<file path="src/rtl/paddle_adc_reader.sv">
// -----------------------------------------------------------------------------
// paddle_adc_reader
//
// Reads the two paddle potentiometers through an ADC128S022-style 8-channel,
// 12-bit SPI ADC. A free-running loop converts the two paddle channels in turn.
// Each result is scaled to 8 bits and clamped to MAX_POS, and the matching paddle
// position register is updated.
//
// Frame structure: after reset, CS is held high for 2*CLK_DIV cycles (IDLE).
// After that, back-to-back 16-slot frames run with CS held low. Each slot is
// SCLK low for CLK_DIV cycles, then SCLK high for CLK_DIV cycles. DIN changes
// on the cycle SCLK falls, and DOUT is captured on the cycle SCLK rises.
//
// Pipelining: the ADC answers in frame n for the address sent in frame n-1.
// The result of frame 0 is dropped. An odd frame's result belongs to paddle A,
// and an even frame's result (frame 2 and later) belongs to paddle B.
//
// Optional feature: define PADDLE_FILTER_EN to add a per-paddle 14-bit IIR
// accumulator (acc <- acc - acc/4 + sample; position = acc[13:6]).
//
// Parameters:
//   CLK_DIV  SYSTEM_CLOCK cycles per SCLK half-period (>= 2)
//   CHAN_A   ADC channel for paddle A
//   CHAN_B   ADC channel for paddle B
//   MAX_POS  upper clamp for both position outputs
//
// Ports:
//   SYSTEM_CLOCK       clock; all logic is on the rising edge
//   RESET              synchronous, active-high reset
//   ADC_CS_N           ADC chip select, active low
//   ADC_SCLK           ADC serial clock, idles high
//   ADC_DIN            channel address to the ADC
//   ADC_DOUT           conversion data from the ADC, MSB first
//   PADDLE_A_POSITION  clamped 8-bit position for paddle A
//   PADDLE_B_POSITION  clamped 8-bit position for paddle B
//   SAMPLE_VALID       one-cycle pulse when a position register updates
//   SAMPLE_CHANNEL     0 = paddle A updated, 1 = paddle B updated
// -----------------------------------------------------------------------------
module paddle_adc_reader #(
    parameter int unsigned CLK_DIV = 13,
    parameter logic [2:0]  CHAN_A  = 3'd0,
    parameter logic [2:0]  CHAN_B  = 3'd1,
    parameter logic [7:0]  MAX_POS = 8'd202
) (
    input  logic       SYSTEM_CLOCK,
    input  logic       RESET,
    output logic       ADC_CS_N,
    output logic       ADC_SCLK,
    output logic       ADC_DIN,
    input  logic       ADC_DOUT,
    output logic [7:0] PADDLE_A_POSITION,
    output logic [7:0] PADDLE_B_POSITION,
    output logic       SAMPLE_VALID,
    output logic       SAMPLE_CHANNEL
);

    // One counter serves both the IDLE hold (2*CLK_DIV) and the SCLK half-periods.
    localparam int CNT_W = $clog2(2 * CLK_DIV);
    localparam logic [CNT_W-1:0] IDLE_LAST = CNT_W'(2 * CLK_DIV - 1);
    localparam logic [CNT_W-1:0] HALF_LAST = CNT_W'(CLK_DIV - 1);

    typedef enum logic {
        ST_IDLE  = 1'b0,
        ST_FRAME = 1'b1
    } state_t;

    state_t           state_reg, state_next;
    logic [CNT_W-1:0] cnt_reg, cnt_next;
    logic             phase_reg, phase_next;      // 0 = SCLK low half, 1 = high half
    logic [3:0]       slot_reg, slot_next;
    logic             parity_reg, parity_next;    // frame parity: 0 sends CHAN_A
    logic             first_frame_reg, first_frame_next;
    // Only the low 12 bits of each 16-bit frame are kept. The four leading bits
    // shift out of the top, so garbage in those bits never reaches the sample.
    logic [11:0]      shift_reg, shift_next;
    logic             cs_n_reg, cs_n_next;
    logic             sclk_reg, sclk_next;
    logic             din_reg, din_next;
    logic [7:0]       pos_a_reg, pos_a_next;
    logic [7:0]       pos_b_reg, pos_b_next;
    logic             valid_reg, valid_next;
    logic             chan_reg, chan_next;

    logic [2:0]       frame_addr;
    logic [3:0]       slot_inc;
    logic [7:0]       raw_pos;
    logic [7:0]       clamped_pos;

`ifdef PADDLE_FILTER_EN
    logic [13:0]      acc_a_reg, acc_a_next;
    logic [13:0]      acc_b_reg, acc_b_next;
    logic [13:0]      acc_sel;
    logic [13:0]      acc_upd;
`endif

    always_comb begin
        state_next       = state_reg;
        cnt_next         = cnt_reg;
        phase_next       = phase_reg;
        slot_next        = slot_reg;
        parity_next      = parity_reg;
        first_frame_next = first_frame_reg;
        shift_next       = shift_reg;
        cs_n_next        = cs_n_reg;
        sclk_next        = sclk_reg;
        din_next         = din_reg;
        pos_a_next       = pos_a_reg;
        pos_b_next       = pos_b_reg;
        valid_next       = 1'b0;
        chan_next        = chan_reg;

        frame_addr = parity_reg ? CHAN_B : CHAN_A;
        slot_inc   = slot_reg + 4'd1;

`ifdef PADDLE_FILTER_EN
        acc_a_next = acc_a_reg;
        acc_b_next = acc_b_reg;
        // Odd frames carry paddle A's data, even frames carry paddle B's.
        acc_sel    = parity_reg ? acc_a_reg : acc_b_reg;
        acc_upd    = acc_sel - (acc_sel >> 2) + {2'b00, shift_reg};
        raw_pos    = acc_upd[13:6];
`else
        raw_pos    = shift_reg[11:4];
`endif
        clamped_pos = (raw_pos > MAX_POS) ? MAX_POS : raw_pos;

        case (state_reg)
            ST_IDLE: begin
                if (cnt_reg == IDLE_LAST) begin
                    state_next = ST_FRAME;
                    cnt_next   = '0;
                    phase_next = 1'b0;
                    slot_next  = 4'd0;
                    cs_n_next  = 1'b0;
                    sclk_next  = 1'b0;
                    din_next   = 1'b0;
                end else begin
                    cnt_next = cnt_reg + 1'b1;
                end
            end

            ST_FRAME: begin
                if (cnt_reg != HALF_LAST) begin
                    cnt_next = cnt_reg + 1'b1;
                end else begin
                    cnt_next = '0;
                    if (!phase_reg) begin
                        // Rising SCLK: capture the bit the ADC launched CLK_DIV cycles ago.
                        phase_next = 1'b1;
                        sclk_next  = 1'b1;
                        shift_next = {shift_reg[10:0], ADC_DOUT};
                    end else begin
                        // Falling SCLK: move to the next slot. A wrap from 15 to 0
                        // starts the next frame at once, with CS kept low.
                        phase_next = 1'b0;
                        sclk_next  = 1'b0;
                        slot_next  = slot_inc;
                        case (slot_inc)
                            4'd2:    din_next = frame_addr[2];
                            4'd3:    din_next = frame_addr[1];
                            4'd4:    din_next = frame_addr[0];
                            default: din_next = 1'b0;
                        endcase
                        if (slot_reg == 4'd15) begin
                            parity_next      = ~parity_reg;
                            first_frame_next = 1'b0;
                            // Frame 0 returns data for no requested address; drop it.
                            if (!first_frame_reg) begin
                                valid_next = 1'b1;
                                chan_next  = ~parity_reg;
                                if (parity_reg) begin
                                    pos_a_next = clamped_pos;
`ifdef PADDLE_FILTER_EN
                                    acc_a_next = acc_upd;
`endif
                                end else begin
                                    pos_b_next = clamped_pos;
`ifdef PADDLE_FILTER_EN
                                    acc_b_next = acc_upd;
`endif
                                end
                            end
                        end
                    end
                end
            end

            default: begin
                state_next = ST_IDLE;
            end
        endcase
    end

    always_ff @(posedge SYSTEM_CLOCK) begin
        if (RESET) begin
            state_reg       <= ST_IDLE;
            cnt_reg         <= '0;
            phase_reg       <= 1'b0;
            slot_reg        <= 4'd0;
            parity_reg      <= 1'b0;
            first_frame_reg <= 1'b1;
            shift_reg       <= '0;
            cs_n_reg        <= 1'b1;
            sclk_reg        <= 1'b1;
            din_reg         <= 1'b0;
            pos_a_reg       <= 8'd0;
            pos_b_reg       <= 8'd0;
            valid_reg       <= 1'b0;
            chan_reg        <= 1'b0;
`ifdef PADDLE_FILTER_EN
            acc_a_reg       <= '0;
            acc_b_reg       <= '0;
`endif
        end else begin
            state_reg       <= state_next;
            cnt_reg         <= cnt_next;
            phase_reg       <= phase_next;
            slot_reg        <= slot_next;
            parity_reg      <= parity_next;
            first_frame_reg <= first_frame_next;
            shift_reg       <= shift_next;
            cs_n_reg        <= cs_n_next;
            sclk_reg        <= sclk_next;
            din_reg         <= din_next;
            pos_a_reg       <= pos_a_next;
            pos_b_reg       <= pos_b_next;
            valid_reg       <= valid_next;
            chan_reg        <= chan_next;
`ifdef PADDLE_FILTER_EN
            acc_a_reg       <= acc_a_next;
            acc_b_reg       <= acc_b_next;
`endif
        end
    end

    assign ADC_CS_N          = cs_n_reg;
    assign ADC_SCLK          = sclk_reg;
    assign ADC_DIN           = din_reg;
    assign PADDLE_A_POSITION = pos_a_reg;
    assign PADDLE_B_POSITION = pos_b_reg;
    assign SAMPLE_VALID      = valid_reg;
    assign SAMPLE_CHANNEL    = chan_reg;

endmodule

</file>
<file path="config.mk">
export PLATFORM = sky130hd
export DESIGN_NAME = paddle_adc_reader
export DESIGN_NICKNAME = d
export VERILOG_FILES = /design/src/rtl/paddle_adc_reader.sv
export SDC_FILE = /design/constraint.sdc
export NUM_CORES = 1
export LEC_CHECK = 0
export ABC_AREA = 0
export BUFFER_PORTS_ARGS = -buffer_cell sky130_fd_sc_hd__buf_2
export CORE_UTILIZATION = 50
export CTS_BUF_LIST = sky130_fd_sc_hd__clkbuf_8
export DETAILED_ROUTE_END_ITERATION = 8
export PLACE_DENSITY = 0.8
export SLEW_MARGIN = 20
export SYNTH_ARGS = -nofsm -noshare
export SYNTH_HDL_FRONTEND = slang
export SYNTH_SLANG_ARGS = --single-unit
</file>
<file path="constraint.sdc">
create_clock -name SYSTEM_CLOCK -period 1.8 [get_ports SYSTEM_CLOCK]
set_input_delay 0 -clock SYSTEM_CLOCK [delete_from_list [all_inputs] [get_ports SYSTEM_CLOCK]]
set_output_delay 0 -clock SYSTEM_CLOCK [all_outputs]
set_load 0.01 [all_outputs]
</file>
Word-level counts from Yosys, hierarchy flattened
Index checks and enable logic that the tools add are counted.

Register bits: 46. Input port bits: 3. Output and inout bits: 21. Word-level logic and storage cells: 61.

Add/subtract/negate cells: 2. Order comparisons: 1. Equal/unequal tests: 9. Mux-type cells: 20. Bitwise logic cells: 6. Reduce and logical (&&, ||, !) cells: 9.

Operators with widths (count): $mux 4 (3); $reduce_and 6->1 (2); $mux 5 (2); $pmux 5 s2 (1); $mux 1 (9); $eq 4x2->1 const B (2); $gt 8x8->1 const B (1); $mux 8 (1); $pmux 4 s2 (1); $not 1->1 (6); $reduce_and 3->1 (2); $add 5x1->5 const B (1); $eq 5x5->1 const B (1); $ne 5x4->1 const B (1); $reduce_and 5->1 (1); $reduce_or 5->1 (1); $add 4x1->4 const B (1); $eq 4x3->1 const B (1); $eq 4x4->1 const B (1); $ne 2x2->1 const B (2); $pmux 1 s2 (2); $reduce_and 2->1 (2); $reduce_and 4->1 (1); $pmux 1 s3 (1); $ne 2x1->1 const B (1).

Logic depth before layout (Yosys ltp)
Depth after elaboration: 6. Gate-level depth with buffers: 7. Depth with buffers taken out: 6.

Least setup slack after synthesis
Ideal clock, no wire load.

Kind: flip-flop to flip-flop. Start: register slot_reg[0]. End: register pos_b_reg[2], in the netlist PADDLE_B_POSITION[2]. Library setup time: 0.128 ns. Arrival time: 1.506 ns. Data required time: 1.672 ns. Setup slack: 0.166 ns. Cell stages (with the launch flop): 7. Buffers on the path: 1. Period minus slack after synthesis: 1.634 ns. Cells stage by stage: dfxtp_1 > ha_1 > nand4_4 > nor4b_4 > buf_4 > mux2i_1 > nor2_1.

Word-level cells in the longest chain between the ends: 2.

RTL lines: from (decl) (RTL line 70) `logic [3:0] slot_reg, slot_next;`; from (signal assigned) (RTL line 218) `slot_reg <= slot_next;`; $eq 4x4->1 (RTL line 164) `if (slot_reg == 4'd15) begin`; $reduce_and 6->1 (no source line); to (signal assigned) (RTL line 226) `pos_b_reg <= pos_b_next;`; to (decl) (RTL line 80) `logic [7:0] pos_b_reg, pos_b_next;`.

No other way between the ends. A chain may end at the register's enable or synchronous reset.

Worst setup path in the final report
Start: register cnt_reg[0]. End: register slot_reg[2].

Word-level cells in the longest chain between the ends: 3. Elaborated cells between the ends (all ways): 5. Those cells by class: eq/ne: 4; reduce/logical: 1.

RTL lines: from (decl) (RTL line 68) `logic [CNT_W-1:0] cnt_reg, cnt_next;`; from (signal assigned) (RTL line 216) `cnt_reg <= cnt_next;`; $eq 5x5->1 or $ne 5x4->1 (tied branches) (RTL line 129, 143); $ne 2x2->1 (no source line); $reduce_and 3->1 (no source line) (*).

Mark *: on every way between the ends. The rest lies on a longest branch, timed or not.

==> metrics <==
num rows=21; peak supply drop=482 uV; Final Hold Vio Count=0; largest area contributor in the netlist=dfxtp_1; Post-Syn Area=approximately 0.0019 mm2; final instance area=0.00221 mm2; complex-gate fraction of the synthesized area=14.4%; synth warn=0; Worst setup SP type=flip-flop; 1st-iter DRT viols=82; critical path required time=2.00 ns; kind of critical path=reg2reg; first-pass GRT wire length=6070 um; CTS Buf Count=5; Root Driver=clkbuf_8; # setup viols final=0; Fmax=0.600 GHz; WL/cell=between 10 and 15 um; sequential area share after synthesis=roughly 49%; I/O pin count=24; largest net degree at the start of global routing=26; clock tree buffer depth=2; max incr delay on CP=0.40 ns; slew margin rel.=71.4%; Post-synth EDFFs=0; critical path's slowest cell=dfxtp_1; final worst-path cycle share=approximately 93%; CP arrival=1.87 ns; worst-margin pin slew=0.426 ns; number of vias per cell=5.42; most frequent cells after synthesis=46 x dfxtp_1, 31 x nor2_1, 12 x a22o_1; xor/xnor share of the synthesized area=3.28%; all-layer global routing usage=~20%; Final nets=232; layout cell share with drive strength beyond 1=21.3%; n_diodes=0; DRC violations left=0; CTS sink count=46; Synth Area in Simple Gates=22.2%; DP HPWL=2340 um; crit path launch=cnt_reg[0]$_SDFF_PP0_; # H-tree levels=2; Mapped Cells=191; CTS tree=yes; DRT Wirelength=3420 um; Final Slew Violations=0; Worst setup EP type=flip-flop; Main synth FF type=dfxtp_1; Synth area leaders=dfxtp_1 49%, nor2_1 6.2%, a22o_1 5.6%, mux2i_1 3.7%, ha_1 3.3%; crit-path cells=inv_1, ha_1, and4b_1, o21ai_0, buf_4, a21oi_1, a211oi_1; drt first pass iters=4; post-synth top area share=49.2%; via count=1,470; Mean Syn Cell Area=9.80 um2; RSZ-0062 raised after global routing=no; routability congestion estimate=0.744; Area Growth Syn to Fin=18.0%; vias in the first global route=1,341; main combinational cell family by area after synthesis=simple AND/OR/NAND/NOR gates; status=finished, final reports clean; LEAKAGE=approximately 0.92 nW; Final min period=1.67 ns; clock slew at reported path FFs=0.08 ns; Finished Core Util=63.7%; PortBufs=23; initial antenna violation count=0; Routed Antenna Nets=0; DIE AREA=0.00399 mm2; Die X=63.2 um; asr flop ratio synth=0%; Min-Delay Path Class=reg2reg; mux contribution to synthesized area=3.74%; pwr/cell area=783 mW/mm2; Cell Area, Placed=0.00208 mm2; skew final=0.00896 ns; HP Start=ADC_SCLK$_SDFFE_PP1P_; Overflow after GRT=0; max FFs per register=12; syn nets=around 200; initial core utilization=54.0%; Synth Area in Adders=3.34%; most numerous cell in the Yosys netlist=dfxtp_1; Layout fillers=just over 300; Setup TNS=0 ns; CP max FO=5; Unique masters post-synth=35; total of max-cap violations=0; core box area=between 0.003 and 0.004 mm2; #FFs+latches synth=46; worst skew pair latency=0.30 ns; reg2reg start=cnt_reg[0]$_SDFF_PP0_; Die H=63.2 um
[path summary, 6_finish.rpt]
path	to	slack, ns	cells after the start
setup / recovery	slot_reg[2]$_SDFFE_PP0P_	0.13	7
hold / removal	ADC_SCLK$_SDFFE_PP1P_	0.45	2
setup reg to reg	slot_reg[2]$_SDFFE_PP0P_	0.13	7
hold reg to reg	ADC_SCLK$_SDFFE_PP1P_	0.45	2
[worst max-delay path, delay by kind of cell, from the launching register on]
family | cells | cell delay (ns)
buf+inv | 2 | 0.21
flops | 1 | 0.40
simple gates | 1 | 0.20
compound gates | 3 | 0.52
fa+ha+maj | 1 | 0.24
[area by class of cell]
type / instances / area (um2) / area share [%]
inverter: 7 / 26.3 / 1.19
tap: 46 / 57.6 / 2.60
timing repair buffer: 35 / 226 / 10.2
multi-input combinational: 129 / 882 / 39.9
clock inverter: 2 / 12.5 / 0.566
sequential: 46 / 922 / 41.7
clock buffer: 6 / 82.6 / 3.74
[repair_timing]
item,CTS,global route
setup buffers,0,1
hold buffers,2,0
setup endpoints to repair,0,10
resized for setup,0,3
hold endpoints to repair,3,0
[routing by layer]
metal,GRT usage (%),up-vias,routed length (um)
li1,-,734,-
met1,24.8,688,1660
met2,29.7,40,1520
met3,6.70,8,161
met4,11.1,0,83
met5,0,-,0
[report_power, final]
group | internal, W | total (W) | switching (W)
registers | 0.00102 | 0.00103 | 0.00000587
logic | 0.0000198 | 0.0000494 | 0.0000296
clock network | 0.000309 | 0.000652 | 0.000343
[metrics by stage]
| stage | hold WS [ns] | power [W] | cells | worst slack [ns] |
|---|---|---|---|---|
| 2_1_floorplan | 0.126 | 0.00108 | 191 | 0.166 |
| 3_3_place_gp | 0.215 | 0.00110 | 260 | 0.141 |
| 3_5_place_dp | 0.233 | 0.00110 | 260 | 0.0760 |
| 4_1_cts | 0.446 | 0.00175 | 270 | 0.0658 |
| 5_1_grt | 0.477 | 0.00180 | 271 | 0.0120 |
| 6_report | 0.450 | 0.00173 | 271 | 0.134 |
[cell families after synthesis]
group           count (synthesis)
buf+inv                        16
fa+ha+maj                       5
simple gates                   72
flops                          46
xor+xnor                        7
mux                             7
compound gates                 38
[cells in the final DEF (no fill, tap or decap), types with 2 or more instances in the layout]
master         netlist  layout
a22o_1              12      12
nand3_1             10      10
buf_2                3      23
nor2_1              31      31
inv_1                7       7
a22oi_1              2       2
a211oi_1             5       5
o21ai_0              3       3
o21bai_1             2       2
mux2i_1              7       7
nor3_1               4       4
dfxtp_1             46      45
buf_4                2       8
xnor2_1              3       3
xor2_1               4       4
nand2b_1             9       9
a21oi_1             10      10
nand2_1              7       7
dlygate4sd3_1        0       2
ha_1                 5       4
clkbuf_8             0       6
(Power assumes the default switching activity.)
